File: config.mk
export PLATFORM = sky130hd
export DESIGN_NAME = mem_access_unit
export DESIGN_NICKNAME = d
export VERILOG_FILES = /design/src/rtl/mem_access_unit_pkg.sv /design/src/rtl/mem_access_unit_lane_align.sv /design/src/rtl/mem_access_unit.sv
export SDC_FILE = /design/constraint.sdc
export NUM_CORES = 1
export LEC_CHECK = 0
export BUFFER_PORTS_ARGS = -buffer_cell sky130_fd_sc_hd__clkbuf_2
export CORE_AREA = 8 8 154 120
export CTS_BUF_LIST = sky130_fd_sc_hd__clkbuf_4 sky130_fd_sc_hd__clkbuf_8
export CTS_CLUSTER_DIAMETER = 40
export DETAILED_ROUTE_END_ITERATION = 7
export DIE_AREA = 0 0 162 128
export HOLD_SLACK_MARGIN = 0.08
export PLACE_DENSITY = 0.62
export SLEW_MARGIN = 20
export SYNTH_ARGS = -nofsm -noshare
export SYNTH_HDL_FRONTEND = slang
export SYNTH_SLANG_ARGS = --single-unit
File: constraint.sdc
create_clock -name clk -period 3.9 [get_ports clk]
set_input_delay 0.39 -clock clk [delete_from_list [all_inputs] [get_ports clk]]
set_output_delay 0.39 -clock clk [all_outputs]
set_load 0.03 [all_outputs]
File: src/rtl/mem_access_unit_pkg.sv
// Shared types for the MEM-stage access unit: size encodings, FSM states,
// and the alignment helpers used by the top level.
package mem_pkg;

  localparam int MEM_AW_DEF = 5;

  typedef enum logic [1:0] {
    SZ_BYTE = 2'b00,
    SZ_HALF = 2'b01,
    SZ_WORD = 2'b10,
    SZ_RSVD = 2'b11
  } size_e;

  typedef enum logic [2:0] {
    IDLE,
    RD,
    WR,
    RMW_RD,
    RMW_WR,
    DONE
  } state_e;

  // Reserved size behaves as a full word everywhere.
  function automatic logic is_word(input size_e sz);
    return (sz == SZ_WORD) || (sz == SZ_RSVD);
  endfunction

  function automatic logic [1:0] align_off(input size_e sz, input logic [1:0] off);
    case (sz)
      SZ_BYTE: return off;
      SZ_HALF: return {off[1], 1'b0};
      default: return 2'b00;
    endcase
  endfunction

  function automatic logic is_misaligned(input size_e sz, input logic [1:0] off);
    return align_off(sz, off) != off;
  endfunction

endpackage

File: src/rtl/mem_access_unit_lane_align.sv
// Little-endian lane handling: extracts/extends load data from a memory word
// and merges sub-word store data into a previously read word.
module mem_lane_align
  import mem_pkg::*;
(
  input  logic [1:0]  off_i,
  input  size_e       size_i,
  input  logic        signed_i,
  input  logic [31:0] rdata_i,
  input  logic [31:0] wdata_i,
  output logic [31:0] ldata_o,
  output logic [31:0] mdata_o
);

  logic [7:0]  byte_l;
  logic [15:0] half_l;

  assign byte_l = rdata_i[{off_i, 3'b000} +: 8];
  assign half_l = off_i[1] ? rdata_i[31:16] : rdata_i[15:0];

  always_comb begin
    ldata_o = rdata_i;
    mdata_o = wdata_i;
    case (size_i)
      SZ_BYTE: begin
        ldata_o = {{24{signed_i & byte_l[7]}}, byte_l};
        mdata_o = rdata_i;
        mdata_o[{off_i, 3'b000} +: 8] = wdata_i[7:0];
      end
      SZ_HALF: begin
        ldata_o = {{16{signed_i & half_l[15]}}, half_l};
        mdata_o = rdata_i;
        if (off_i[1]) mdata_o[31:16] = wdata_i[15:0];
        else          mdata_o[15:0]  = wdata_i[15:0];
      end
      default: ;
    endcase
  end

endmodule

File: src/rtl/mem_access_unit.sv
// MEM-stage initiator: one load/store per handshake, word-wide memory cycles,
// read-modify-write for sub-word stores. Optional: MEM_ACCESS_MISALIGN_EXC_EN.
module mem_access_unit
  import mem_pkg::*;
#(
  parameter int ADDR_W = 32,
  parameter int MEM_AW = MEM_AW_DEF
) (
  input  logic              clk,
  input  logic              reset,
  input  logic              Req_Valid,
  output logic              Req_Ready,
  input  logic              Req_Load,
  input  logic [1:0]        Req_Size,
  input  logic              Req_Signed,
  input  logic [ADDR_W-1:0] Req_Addr,
  input  logic [31:0]       Req_WData,
  output logic              Resp_Valid,
  output logic [31:0]       Load_Data,
  output logic              Stall,
`ifdef MEM_ACCESS_MISALIGN_EXC_EN
  output logic              Misalign_Exc,
`endif
  output logic [MEM_AW-1:0] Mem_Address,
  output logic [31:0]       Mem_Write_Data,
  output logic              Mem_Read,
  output logic              Mem_Write,
  input  logic [31:0]       Mem_Read_Data,
  input  logic              Mem_Ready
);

  state_e            state_q;
  logic [1:0]        off_q;
  size_e             size_q;
  logic              signed_q;
  logic [31:0]       wdata_q;
  logic              req_ready_q, resp_valid_q, stall_q, mem_read_q, mem_write_q;
  logic [MEM_AW-1:0] mem_addr_q;
  logic [31:0]       mem_wdata_q, load_data_q;
  size_e             req_size;
  logic [1:0]        req_off;
  logic [31:0]       ext_data, merge_data;
  logic              unused_addr;
`ifdef MEM_ACCESS_MISALIGN_EXC_EN
  logic              exc_q;
  assign Misalign_Exc = exc_q;
`endif

  assign req_size    = size_e'(Req_Size);
  assign req_off     = align_off(req_size, Req_Addr[1:0]);
  assign unused_addr = ^Req_Addr[ADDR_W-1:MEM_AW+2];

  assign Req_Ready      = req_ready_q;
  assign Resp_Valid     = resp_valid_q;
  assign Load_Data      = load_data_q;
  assign Stall          = stall_q;
  assign Mem_Address    = mem_addr_q;
  assign Mem_Write_Data = mem_wdata_q;
  assign Mem_Read       = mem_read_q;
  assign Mem_Write      = mem_write_q;

  mem_lane_align u_lane (
    .off_i    (off_q),
    .size_i   (size_q),
    .signed_i (signed_q),
    .rdata_i  (Mem_Read_Data),
    .wdata_i  (wdata_q),
    .ldata_o  (ext_data),
    .mdata_o  (merge_data)
  );

  always_ff @(posedge clk or posedge reset) begin
    if (reset) begin
      state_q      <= IDLE;
      off_q        <= '0;
      size_q       <= SZ_BYTE;
      signed_q     <= 1'b0;
      wdata_q      <= '0;
      req_ready_q  <= 1'b1;
      resp_valid_q <= 1'b0;
      stall_q      <= 1'b0;
      mem_read_q   <= 1'b0;
      mem_write_q  <= 1'b0;
      mem_addr_q   <= '0;
      mem_wdata_q  <= '0;
      load_data_q  <= '0;
`ifdef MEM_ACCESS_MISALIGN_EXC_EN
      exc_q        <= 1'b0;
`endif
    end else begin
      resp_valid_q <= 1'b0;
`ifdef MEM_ACCESS_MISALIGN_EXC_EN
      exc_q        <= 1'b0;
`endif
      case (state_q)
        IDLE: begin
          if (Req_Valid && req_ready_q) begin
            off_q       <= req_off;
            size_q      <= req_size;
            signed_q    <= Req_Signed;
            wdata_q     <= Req_WData;
            mem_addr_q  <= Req_Addr[MEM_AW+1:2];
            req_ready_q <= 1'b0;
            stall_q     <= 1'b1;
`ifdef MEM_ACCESS_MISALIGN_EXC_EN
            if (is_misaligned(req_size, Req_Addr[1:0])) begin
              resp_valid_q <= 1'b1;
              exc_q        <= 1'b1;
              state_q      <= DONE;
            end else
`endif
            if (Req_Load) begin
              mem_read_q <= 1'b1;
              state_q    <= RD;
            end else if (is_word(req_size)) begin
              mem_write_q <= 1'b1;
              mem_wdata_q <= Req_WData;
              state_q     <= WR;
            end else begin
              mem_read_q <= 1'b1;
              state_q    <= RMW_RD;
            end
          end
        end
        RD: if (Mem_Ready) begin
          mem_read_q   <= 1'b0;
          load_data_q  <= ext_data;
          resp_valid_q <= 1'b1;
          state_q      <= DONE;
        end
        WR, RMW_WR: if (Mem_Ready) begin
          mem_write_q  <= 1'b0;
          resp_valid_q <= 1'b1;
          state_q      <= DONE;
        end
        // Read strobe hands over directly to the write strobe with the merged word.
        RMW_RD: if (Mem_Ready) begin
          mem_read_q  <= 1'b0;
          mem_write_q <= 1'b1;
          mem_wdata_q <= merge_data;
          state_q     <= RMW_WR;
        end
        DONE: begin
          stall_q     <= 1'b0;
          req_ready_q <= 1'b1;
          state_q     <= IDLE;
        end
        default: state_q <= IDLE;
      endcase
    end
  end

endmodule

Word-level counts from Yosys, hierarchy flattened
Index checks and enable logic that the tools add are counted.

Shift operators: 3. Reduce and logical (&&, ||, !) cells: 19. Mux-type cells: 34. Add/sub/neg operators: 1. Bitwise operators: 2. Equal/unequal tests: 17.

Operators with widths (count): case mux 32 bit (2 select lines) (3); 2-to-1 mux 32 bit (4); 2-to-1 mux 16 bit (3); bitwise mux 32 bit (1); variable shift 8 x 7 -> 32 bit (first input constant) (1); indexed part select 32 x 6 -> 8 bit (1); indexed part select 8 x 7 -> 32 bit (1); 2-to-1 mux 1 bit (13); != test 2 bit (second input constant) (5); 2-to-1 mux 3 bit (3); case mux 3 bit (3 select lines) (1); negation 5 -> 7 bit (1); == test 3 x 2 -> 1 bit (second input constant) (2); == test 3 bit (second input constant) (2); case mux 1 bit (2 select lines) (3); AND reduction 2 bit (3); AND reduction 6 bit (1); nonzero test 2 bit (3); AND reduction 5 bit (1); == test 2 x 1 -> 1 bit (second input constant) (2); == test 2 bit (second input constant) (2); logical NOT 2 bit (2); != test 2 x 1 -> 1 bit (second input constant) (2); case mux 2 bit (2 select lines) (1); other kinds (13) (15).

Register bits: 114. Logic and storage cells: 89. Output and inout bits: 74. Bits of input ports: 104.

Depth between registers and ports, before layout
Depth in word-level cells: 6. Depth in mapped cells: 9. Depth with buffers taken out: 6.

Cells and area by module
A second synthesis with hierarchy kept.

Cell total of the unflattened synthesis: 571. Area, all modules: 6620.1 um2.

Modules (own cells, without submodules): mem_access_unit (times used 1, area an instance 4754.6 um2, cells each 306, seq. area each 2854.0 um2); mem_lane_align (times used 1, area an instance 1865.5 um2, cells each 265, seq. area each 0.0 um2).

Worst setup path after synthesis
No wires, ideal clock.

Kind: reg2reg. From: register off_q[1]. To: register mem_wdata_q[7], in the netlist Mem_Write_Data[7]. Setup slack: 1794 ps. Data required time: 3768 ps. Period minus slack after synthesis: 2106 ps. Setup time: 132 ps. Arrival time: 1974 ps. Path buffers: 2. Cell stages (with the launch flop): 9. Path through: dfrtp_1 -> buf_2 -> buf_4 -> inv_1 -> ha_1 -> nor3b_1 -> a311o_1 -> a221oi_1 -> o21ai_0.

Cells in the longest elaborated chain, start to end: 6. Elaborated cells on any way between the ends: 8. Those cells by class: 1 x add/sub; 2 x shift; 5 x mux.

Ends and longest elaborated chain: start, declared (RTL line mem_access_unit.sv:33) `logic [1:0] off_q;`; start signal, assigned (RTL line mem_access_unit.sv:98) `off_q <= req_off;`; negation 5 -> 7 bit (RTL line mem_access_unit_lane_align.sv:28) `mdata_o[{off_i, 3'b000} +: 8] = wdata_i[7:0];`; indexed part select 8 x 7 -> 32 bit / variable shift 8 x 7 -> 32 bit (equally long branches) (RTL line mem_access_unit_lane_align.sv:28); bitwise mux 32 bit (RTL line mem_access_unit_lane_align.sv:28); case mux 32 bit (2 select lines) * (RTL line mem_access_unit_lane_align.sv:24) `case (size_i)`; 2-to-1 mux 32 bit * (RTL line mem_access_unit.sv:137) `RMW_RD: if (Mem_Ready) begin`; case mux 32 bit (2 select lines) * (RTL line mem_access_unit.sv:95) `case (state_q)`; end signal, assigned (RTL line mem_access_unit.sv:117) `mem_wdata_q <= Req_WData;`; end signal, assigned (RTL line mem_access_unit.sv:140) `mem_wdata_q <= merge_data;`; end, declared (RTL line mem_access_unit.sv:39) `logic [31:0] mem_wdata_q, load_data_q;`.

Every way passes the cells marked *; elsewhere a longest branch is shown, timed or not. The select of a mux whose other input is x is not followed. A chain may end at the register's enable or synchronous reset.

Final worst setup path
From: register off_q[1]. To: register mem_wdata_q[29], in the netlist Mem_Write_Data[29].

Same word-level chain as after synthesis.

==> flow_summary_export.csv <==
group,metric,value,unit
worst_setup_path,critical_path.max_fanout,17,
timing,finalMaxSlewViolations,0,
yosys,ys_top_cells_by_area,"dfrtp_1, mux2_2, nand2_1",
die,core-area,16210,µm²
flow_run,cap_violations,0,
route,dr_total_vias,5759,
worst_setup_path,critPathCaptureType,"register",
timing,post-route-period-util,70.64,%
die,start_util,38.77,%
placed_design,port_buffers,152,
clock_network,ctsHtreeMaxLevel,4,
final_layout,synthToLayoutAreaGrowth,21.64,%
placed_design,globalplace.congestion,0.9269,
final_layout,num-nets-final,903,
global_routing,grt_util_met2,28.01,%
timing,rsz0062_at_grt,"no",
global_routing,grt_max_degree,65,
placed_design,dp_hpwl,15640,µm
clock_network,cts_root_buffer,"clkbuf_8",
status,outcome,"finished clean",
yosys,synthFlopType,"dfrtp_1",
worst_setup_path,critical_path_class,"reg2reg",
global_routing,grt_pass1_vias,5715,
clock_network,clk_latency,0.45,ns
final_layout,mostFrequentLayoutCells,"clkbuf_2, dfrtp_1, nand2_1",
yosys,yosys.area.top_type_share,44.99,%
worst_setup_path,cp_cell_sequence,"inv_1 -> ha_1 -> nor4bb_2 -> a221o_1 -> a221oi_1 -> nor3_1",
timing,clock_skew,0.008276,ns
worst_hold_path,min_path_cells,3,
worst_hold_path,hold_start,"Req_WData[6]",
worst_setup_path,cp_slowest_cell,"nor4bb_2",
worst_setup_path,start_kind,"register",
worst_setup_path,max_stage_delay,0.82,ns
worst_setup_path,rr_startpoint,"off_q[1]$_DFFE_PP0P_",
die,dieArea,20740,µm²
global_routing,antenna_found_initial,1,
yosys,async_flop_share,100.0,%
timing,slew_headroom,29.50,%
die,num_rows,41,
global_routing,grt_usage,20.66,%
worst_hold_path,min_path_type,"in2reg",
final_layout,n_fill_cell,1607,
timing,setup_viol,0,
timing,max_freq,0.3630,GHz
clock_network,cts_buffers,17,
route,wl,21400,µm
yosys,synth_top_area_cell,"dfrtp_1",
global_routing,grt-busiest-layer,"met1",
worst_setup_path,rr_endpoint,"Mem_Write_Data[29]$_DFFE_PP0P_",
worst_setup_path,crit_arrival,3.12,ns
yosys,ys_ff_latch,114,
yosys,syn_inst,664,
worst_setup_path,reg2regPathDepth,6,
placed_design,preCtsSetupSlack,1.276,ns
route,routedWlPerCell,20.92,µm
worst_setup_path,reg2reg_slack,1.15,ns
yosys,avgSynthCellArea,9.465,µm²
final_layout,drive_above_1_share,32.59,%
die,top_level_ports,178,
route,vias_per_cell,5.630,
timing,worst_pin_slew,1.056,ns
worst_setup_path,required,4.26,ns
clock_network,clk_pin_slew,0.07,ns
global_routing,grt_util_met3,7.028,%
yosys,syn-cell-area,6285,µm²
yosys,synth_seq_area_share,45.41,%
timing,tns,0,ns
timing,final_hold_viol_count,0,
pwr,irDropWorstVdd,410.3,µV
yosys,synth_fp_nets,773,
timing,setup_ws,1.145,ns
worst_hold_path,min_to,"wdata_q[6]$_DFFE_PP0P_",
yosys,yosysUniqueCellTypes,61,
pwr,power_density,863.9,nW/µm²
final_layout,instances_no_fill,1023,
global_routing,grt_remaining_overflow,0,
timing,finalCriticalPeriod,2.755,ns
yosys,ys_warn_count,0,
clock_network,cts_resized,0,
die,die_x,162,µm
final_layout,layout_commonest_cell,"clkbuf_2",
route,drtAntennaViolNets,0,
route,drtIter0Drc,549,
global_routing,grt_util_met1,29.86,%
clock_network,cts_tree,"built",
route,drc_errors,0,
global_routing,grt_pass1_wl,33030,µm
route,first_pass_iters,6,
clock_network,clockBufferDepth,2,
die,die_h,128,µm
clock_network,clkSinkCount,114,
pwr,leakagePower,3.482,nW
yosys,synth_edf_count,0,
timing,holdWs,0.1672,ns
pwr,power,6.605,mW
placed_design,dp.cells,988,
critical path, delay by kind of cell (launching register included):
| family | cells | cell delay [ns] |
|---|---|---|
| simple gates | 2 | 0.96 |
| compound gates | 2 | 0.39 |
| flops | 1 | 0.70 |
| fa+ha+maj | 1 | 0.39 |
| buf+inv | 1 | 0.23 |
kinds of logic (layout without fill, tap and decap cells):
group,after synthesis,after routing,share of synthesized area [%]
xor+xnor,1,1,0.1394
other cells,0,1,0
simple gates,226,226,18.10
flops,114,114,45.41
compound gates,193,193,21.04
mux,47,47,8.441
fa+ha+maj,5,5,0.9954
buf+inv,78,221,5.873
cells in the mapped netlist (7+ instances only):
cell	instances
a2111oi_0	7
a211oi_1	7
a21oi_1	45
a221o_1	8
a221oi_1	21
a22o_1	7
a31o_2	8
buf_2	19
buf_4	10
clkbuf_1	19
dfrtp_1	113
inv_1	24
mux2_2	38
mux2i_1	8
nand2_1	86
nand3_1	34
nor2_1	33
nor2b_1	8
nor3_1	28
nor4_1	7
nor4b_1	7
o21ai_0	52
o21ai_1	13
what timing repair did:
action	in CTS	in global routing
buffers inserted	0	0
hold endpoints to repair	50	0
hold buffers	1	0
endpoints found under the setup margin	0	0
sequential cells by signal, summed over array words and instances (netlist names):
signal,count
wdata_q,32
Mem_Write_Data,32
state_q,3
Resp_Valid,1
Req_Ready,1
off_q,2
Load_Data,32
Mem_Write,1
size_q,2
Mem_Read,1
Stall,1
Mem_Address,5
signed_q,1
power breakdown:
group          switching (mW)  internal, mW  total [mW]
Clock                   0.500         0.832        1.33
Combinational            1.98          1.02        3.00
Sequential              0.541          1.73        2.27
cell type report:
type                       instances  area [µm²]  share of cell area (%)
multi-input combinational        472        3074                   40.21
sequential                       114        2855                   37.35
timing repair buffer             164       873.3                   11.42
clock buffer                      22       296.5                   3.879
tap                              215       269.0                   3.519
clock inverter                    10       177.7                   2.324
inverter                          25       96.34                   1.260
antenna                            1       2.502                 0.03273
per-stage QoR:
| step | cell area, µm² | utilization, % |
|---|---|---|
| after global routing | 7645 | 47.16 |
| final | 7645 | 47.16 |
| after detailed placement | 7143 | 44.06 |
| after floorplan | 6285 | - |
| after CTS | 7627 | 47.05 |
| after global placement | 7137 | 44.03 |
worst max-delay path by stage:
stage	startpoint	to	slack [ns]	depth (start not counted)
finish	off_q[1]$_DFFE_PP0P_	Mem_Write_Data[29]$_DFFE_PP0P_	1.15	6
global route	off_q[1]$_DFFE_PP0P_	Mem_Write_Data[31]$_DFFE_PP0P_	0.96	6
CTS	off_q[1]$_DFFE_PP0P_	Mem_Write_Data[30]$_DFFE_PP0P_	1.25	6
detailed placement	off_q[1]$_DFFE_PP0P_	Mem_Write_Data[30]$_DFFE_PP0P_	1.28	6
global placement	off_q[1]$_DFFE_PP0P_	Mem_Write_Data[29]$_DFFE_PP0P_	1.01	6
floorplan	reset	Load_Data[0]$_DFFE_PP0P_	0.50	1
layer usage:
layer | share of wire [%] | vias up
met2 | 41 | 272
met4 | 1.9 | 0
met1 | 47 | 2753
met5 | 0 | -
met3 | 10 | 35
li1 | - | 2699
Note: power is estimated with default switching activity, not from simulation.
